File: src/rtl/rr_serial_encoder_pkg.sv
// Shared types and helpers for the round-robin serial encoder and its picker.
package rr_serial_encoder_pkg;

  typedef enum logic {
    IDLE  = 1'b0,
    GRANT = 1'b1
  } state_t;

  function automatic int clog2(input int n);
    int r;
    int v;
    r = 0;
    v = n - 1;
    while (v > 0) begin
      r++;
      v = v >> 1;
    end
    return r;
  endfunction

endpackage

File: src/rtl/rr_serial_encoder_if.sv
// Request/handshake bundle between a request source/consumer and the encoder.
interface rr_serial_encoder_if #(
  parameter int N = 8
);
  import rr_serial_encoder_pkg::*;

  localparam int W = clog2(N);

  logic [N-1:0] req;
  logic         en;
  logic         out_ready;
  logic         out_valid;
  logic [W-1:0] out_idx;
  logic [W:0]   pend_cnt;
  logic         busy;

  modport master (
    output req, en, out_ready,
    input  out_valid, out_idx, pend_cnt, busy
  );

  modport slave (
    input  req, en, out_ready,
    output out_valid, out_idx, pend_cnt, busy
  );

endinterface

File: src/rtl/rr_serial_encoder_pick.sv
// Round-robin find-first: lowest set bit of vec at or after ptr, wrapping at N.
module rr_pick
  import rr_serial_encoder_pkg::*;
#(
  parameter  int N = 8,
  localparam int W = clog2(N)
) (
  input  logic [N-1:0] vec,
  input  logic [W-1:0] ptr,
  output logic [W-1:0] sel,
  output logic         any
);

  // Walk offsets from farthest to nearest so the nearest set bit wins.
  always_comb begin
    int j;
    sel = '0;
    any = 1'b0;
    for (int k = N - 1; k >= 0; k--) begin
      j = k + int'(ptr);
      if (j >= N) j = j - N;
      if (vec[j]) begin
        sel = W'(j);
        any = 1'b1;
      end
    end
  end

endmodule

File: src/rtl/rr_serial_encoder.sv
// Turns a multi-hot request vector into a serial stream of indices, one per
// handshake, with round-robin selection so no request line can starve.
//
//   state | meaning
//   IDLE  | out_valid=0, nothing held for the consumer
//   GRANT | out_valid=1, out_idx holds a granted index awaiting out_ready
module rr_serial_encoder
  import rr_serial_encoder_pkg::*;
#(
  parameter int N = 8
) (
  input logic               clk,
  input logic               rst,
  rr_serial_encoder_if.slave bus
);

  localparam int W = clog2(N);

  state_t       state, state_n;
  logic [N-1:0] pend, pend_n, pend_eff;
  logic [W-1:0] ptr, ptr_n;
  logic [W-1:0] idx, idx_n;
  logic [W-1:0] sel;
  logic [W-1:0] ptr_inc;
  logic         any;
  logic         load;
  logic [W:0]   cnt;

  assign pend_eff = pend | (bus.en ? bus.req : '0);
  assign load     = (state == IDLE) | bus.out_ready;
  assign ptr_inc  = (sel == W'(N - 1)) ? '0 : sel + 1'b1;

  rr_pick #(.N(N)) u_pick (
    .vec (pend_eff),
    .ptr (ptr),
    .sel (sel),
    .any (any)
  );

  always_ff @(posedge clk) begin
    if (rst) begin
      state <= IDLE;
      pend  <= '0;
      ptr   <= '0;
      idx   <= '0;
    end else begin
      state <= state_n;
      pend  <= pend_n;
      ptr   <= ptr_n;
      idx   <= idx_n;
    end
  end

  always_comb begin
    state_n = state;
    pend_n  = pend;
    ptr_n   = ptr;
    idx_n   = idx;
    if (load) begin
      if (any) begin
        state_n = GRANT;
        idx_n   = sel;
        pend_n  = pend_eff & ~(N'(1) << sel);
        ptr_n   = ptr_inc;
      end else begin
        state_n = IDLE;
      end
    end else begin
      // Stalled: the held index stays put, new requests merge into pending.
      pend_n = pend_eff;
    end
  end

  always_comb begin
    cnt = '0;
    for (int i = 0; i < N; i++) begin
      cnt = cnt + (W + 1)'(pend[i]);
    end
  end

  assign bus.out_valid = (state == GRANT);
  assign bus.out_idx   = idx;
  assign bus.pend_cnt  = cnt;
  assign bus.busy      = (state == GRANT) | (|pend);

endmodule

File: src/flat_wrapper.sv
// flat-port wrapper written by rule: the top's interface ports become plain ports
module rr_serial_encoder_flat import rr_serial_encoder_pkg::*;
#(
  parameter int N = 8
)
  (clk, rst, bus_req, bus_en, bus_out_ready, bus_out_valid, bus_out_idx, bus_pend_cnt, bus_busy);
  rr_serial_encoder_if #(.N(N)) bus_i ();
  input logic clk;
  input logic rst;
  input wire logic [$bits(bus_i.req)-1:0] bus_req;
  input wire logic [$bits(bus_i.en)-1:0] bus_en;
  input wire logic [$bits(bus_i.out_ready)-1:0] bus_out_ready;
  output wire logic [$bits(bus_i.out_valid)-1:0] bus_out_valid;
  output wire logic [$bits(bus_i.out_idx)-1:0] bus_out_idx;
  output wire logic [$bits(bus_i.pend_cnt)-1:0] bus_pend_cnt;
  output wire logic [$bits(bus_i.busy)-1:0] bus_busy;
  assign bus_i.req = bus_req;
  assign bus_i.en = bus_en;
  assign bus_i.out_ready = bus_out_ready;
  assign bus_out_valid = bus_i.out_valid;
  assign bus_out_idx = bus_i.out_idx;
  assign bus_pend_cnt = bus_i.pend_cnt;
  assign bus_busy = bus_i.busy;
  rr_serial_encoder #(.N(N)) u_core (.clk(clk), .rst(rst), .bus(bus_i));
endmodule
File: config.mk
export PLATFORM = sky130hd
export DESIGN_NAME = rr_serial_encoder_flat
export DESIGN_NICKNAME = d
export VERILOG_FILES = /design/src/rtl/rr_serial_encoder_pkg.sv /design/src/rtl/rr_serial_encoder_if.sv /design/src/rtl/rr_serial_encoder_pick.sv /design/src/rtl/rr_serial_encoder.sv /design/src/flat_wrapper.sv
export SDC_FILE = /design/constraint.sdc
export NUM_CORES = 1
export LEC_CHECK = 0
export CORE_MARGIN = 10
export CORE_UTILIZATION = 57
export CTS_CLUSTER_SIZE = 25
export DETAILED_ROUTE_END_ITERATION = 7
export PLACE_DENSITY = 0.84
export SLEW_MARGIN = 20
export SYNTH_ARGS = -nofsm -noshare
export SYNTH_HDL_FRONTEND = slang
export SYNTH_SLANG_ARGS = --single-unit
File: constraint.sdc
create_clock -name clk -period 4 [get_ports clk]
set_input_delay 0.4 -clock clk [delete_from_list [all_inputs] [get_ports clk]]
set_output_delay 0.4 -clock clk [all_outputs]
set_load 0.01 [all_outputs]
==> out/qor.yml <==
status:
  status: "complete, no violations"
global_routing:
  grt-ovfl-total: 0
  grt_pass1_vias: 1733
  grt_start_max_net_pins: 18
  grt_pass1_wl_um: 8231
  grt_use_total_pct: 16.30
  antenna_found_initial: 0
route:
  num_vias: 1740
  ant_nets: 0
  vias_per_cell: 6.718
  drt_iter0_drc: 164
  drt-total-wl_um: 5087
  drc: 0
  dr.pass1.iters: 5
  wl_per_cell_um: 19.64
worst_setup_path:
  critPathLaunch: "u_core.pend[0]"
  worst_path_max_delay_cell: "clkdlybuf4s50_1"
  cp_cell_sequence: "inv_1, ha_1, inv_1, fa_1, fa_1, inv_1, fa_1, inv_1, fa_1, xnor2_1, clkdlybuf4s50_1"
  critical_path_class: "flop to output port"
  reg2regPathDepth: 10
  critPathCapture: "bus_pend_cnt[2]"
  r2r-start: "u_core.ptr[0]"
  reg2reg_slack_ns: 0.37
  cp.required_ns: 3.60
  path_max_fanout: 4
  cpPeakStageDelay_ns: 0.56
  cp-end-kind: "output port"
  arrival_ns: 3.36
  timing.rr.end: "u_core.ptr[2]"
  cp-start-kind: "flop"
cts:
  root_buffer: "clkbuf_4"
  numCtsBuffers: 3
  cts.sink_count: 15
  cts_buffer_depth: 2
  cts_setup_buffers: 0
  clkTransAtPathRegs_ns: 0.08
  htreeDepth: 1
  cts_tree: "yes"
  clk_latency_ns: 0.28
pwr:
  total_power_mw: 2.194
  p_sw_mw: 1.121
  peakVddDrop_mv: 0.7016
  share_comb_of_total_power_pct: 83.5
  p_sw_share_pct: 51.09
  powerDensity_nw_per_um2: 1019
  clock_power_share_pct: 3.7
  p_seq_share_pct: 12.8
  p_int_mw: 1.073
  p_leak_nw: 0.8147
sta:
  skew_ns: 0.006696
  rsz0062_at_grt: "no"
  fmax_mhz: 265.8
  min_period_ns: 3.762
  worst_pin_slew_ns: 0.7590
  period_share_pct: 94.05
  tns_ns: 0
  maxSlewHeadroom_pct: 49.40
  hold_violations: 0
  setup_viol: 0
  slew_viol_final: 0
  fin_ws_ns: 0.2381
die:
  die-area_um2: 5999
  initial_utilization_pct: 60.65
  die_h_um: 77.46
  num_rows: 20
  coreArea_um2: 3103
  die_w_um: 77.46
  io_pins: 21
yosys:
  synth_flop_cell: "dfxtp_1"
  synth_area_um2: 1882
  yosys.area.top_type: "dfxtp_1"
  syn_avg_cell_area_um2: 9.601
  synthTopCellsByArea: "dfxtp_1 (16%), mux4_2 (16%), mux2i_1 (7.4%), ha_1 (7.3%), mux2_2 (4.8%)"
  yosysTopAreaCellShare_pct: 15.96
  synth_warnings: 0
  async_flop_share_pct: 0
  synth_seq_cells: 15
  synth_edf_count: 0
  ys_types: 50
  synthCells: 196
  syn_nets: 223
  yosysSeqAreaShare_pct: 15.96
place:
  gp_congestion: 0.9866
  post-place-ws_ns: 0.2803
  hpwl_um: 3999
  numPortBuffers: 20
flow_run:
  max_cap_viol_count: 0
cells_and_area:
  nFillCells: 253
  synthToLayoutAreaGrowth_pct: 14.43
  fin_nets: 243
  antennaDiodeCount: 0
  layout-drive-gt1-share_pct: 21.86
worst_hold_path:
  hold_class: "flop to flop"
==> worst min-delay path by stage <==
| stage | startpoint | end | slack, ns | depth (start not counted) |
|---|---|---|---|---|
| after detailed placement | u_core.bus.out_idx[0] | u_core.bus.out_idx[0] | 0.47 | 2 |
| final | u_core.bus.out_idx[0] | u_core.bus.out_idx[0] | 0.49 | 2 |
| after global routing | u_core.bus.out_idx[0] | u_core.bus.out_idx[0] | 0.53 | 2 |
| after floorplan | rst | u_core.pend[1] | 0.48 | 1 |
| after global placement | u_core.bus.out_idx[0] | u_core.bus.out_idx[0] | 0.46 | 2 |
| after CTS | u_core.bus.out_idx[0] | u_core.bus.out_idx[0] | 0.49 | 2 |
==> power groups by stage <==
stage	logic, mW	registers [mW]	clock network (mW)
after floorplan	1.35	0.244	0
final	1.83	0.282	0.0812
after detailed placement	1.80	0.281	0
after CTS	1.81	0.278	0.0828
after global routing	2.00	0.287	0.0904
after global placement	1.71	0.278	0
==> area by class of cell <==
cell class                      instances  area [µm²]  area share, %
Multi-Input combinational cell        148        1435          66.65
Tap cell                               44       55.05          2.557
Sequential cell                        15       302.8          14.06
Clock buffer                            4       26.28          1.220
Timing Repair Buffer                   27       255.2          11.85
Inverter                               21       78.83          3.661
==> critical path: cells and delay by family, from the launching register on <==
kind / cells / cell delay (ns)
XOR/XNOR: 1 / 0.17
adder cells (fa/ha/maj): 5 / 1.76
buffers and inverters: 5 / 0.80
flip-flops: 1 / 0.37
==> synth_stat cells, drive strengths merged (3+ instances only) <==
cell,number
inv,20
dfxtp,15
mux2i,14
a21oi,13
mux4,13
a211oi,11
ha,11
nor2,11
o21ai,9
mux2,8
a311oi,7
buf,6
clkbuf,6
nand2,6
fa,4
o211ai,3
o22ai,3
xnor2,3
==> metal layers <==
| layer | track usage, % | up-vias | part of all wire [%] |
|---|---|---|---|
| met5 | 0 | - | 0 |
| met4 | 5.474 | 0 | 1.6 |
| met3 | 3.917 | 10 | 8.5 |
| met2 | 27.93 | 98 | 49 |
| met1 | 19.49 | 833 | 41 |
| li1 | - | 799 | - |
==> through the flow <==
stage | cell area [µm²] | utilization (%) | hold slack (ns) | cells
2_1_floorplan | 1882 | - | 0.4780 | 196
3_3_place_gp | 2122 | 68.39 | 0.4649 | 255
3_5_place_dp | 2122 | 68.39 | 0.4700 | 255
4_1_cts | 2148 | 69.23 | 0.4874 | 259
5_1_grt | 2153 | 69.40 | 0.5290 | 259
6_report | 2153 | 69.40 | 0.4868 | 259
==> registers in the layout (all words and copies together), names as in the netlist <==
register / cells
u_core.ptr: 3
u_core.bus.out_valid: 1
u_core.pend: 8
u_core.bus.out_idx: 3
==> cell usage in the layout (no fill, tap or decap), types with 4 or more instances in the layout <==
master | synthesis | layout
nor2_1 | 11 | 11
nand2_1 | 6 | 6
a211oi_1 | 11 | 11
dfxtp_1 | 15 | 13
fa_1 | 4 | 4
o21ai_0 | 9 | 9
mux4_2 | 13 | 13
mux2i_1 | 14 | 14
clkdlybuf4s50_1 | 0 | 19
a21oi_2 | 7 | 7
a21oi_1 | 6 | 6
buf_4 | 1 | 7
inv_1 | 18 | 18
a311oi_1 | 7 | 7
mux2_2 | 8 | 8
ha_1 | 11 | 11
==> repair_timing <==
| item | in CTS | in global routing |
|---|---|---|
| gates resized for setup | 0 | 3 |
| setup endpoints to repair | 0 | 2 |
| hold buffers | 0 | 0 |
==> cell families after synthesis <==
logic type	count (synthesis)	share of synthesized area (%)
AOI/OAI and AO/OA	65	27.66
adders and majority gates	15	11.57
muxes	35	27.79
and+or+nand+nor	30	7.846
xor gates and xnor gates	3	1.397
DFF	15	15.96
buffers and inverters	33	7.779
Note: power is estimated with default switching activity, not from simulation.
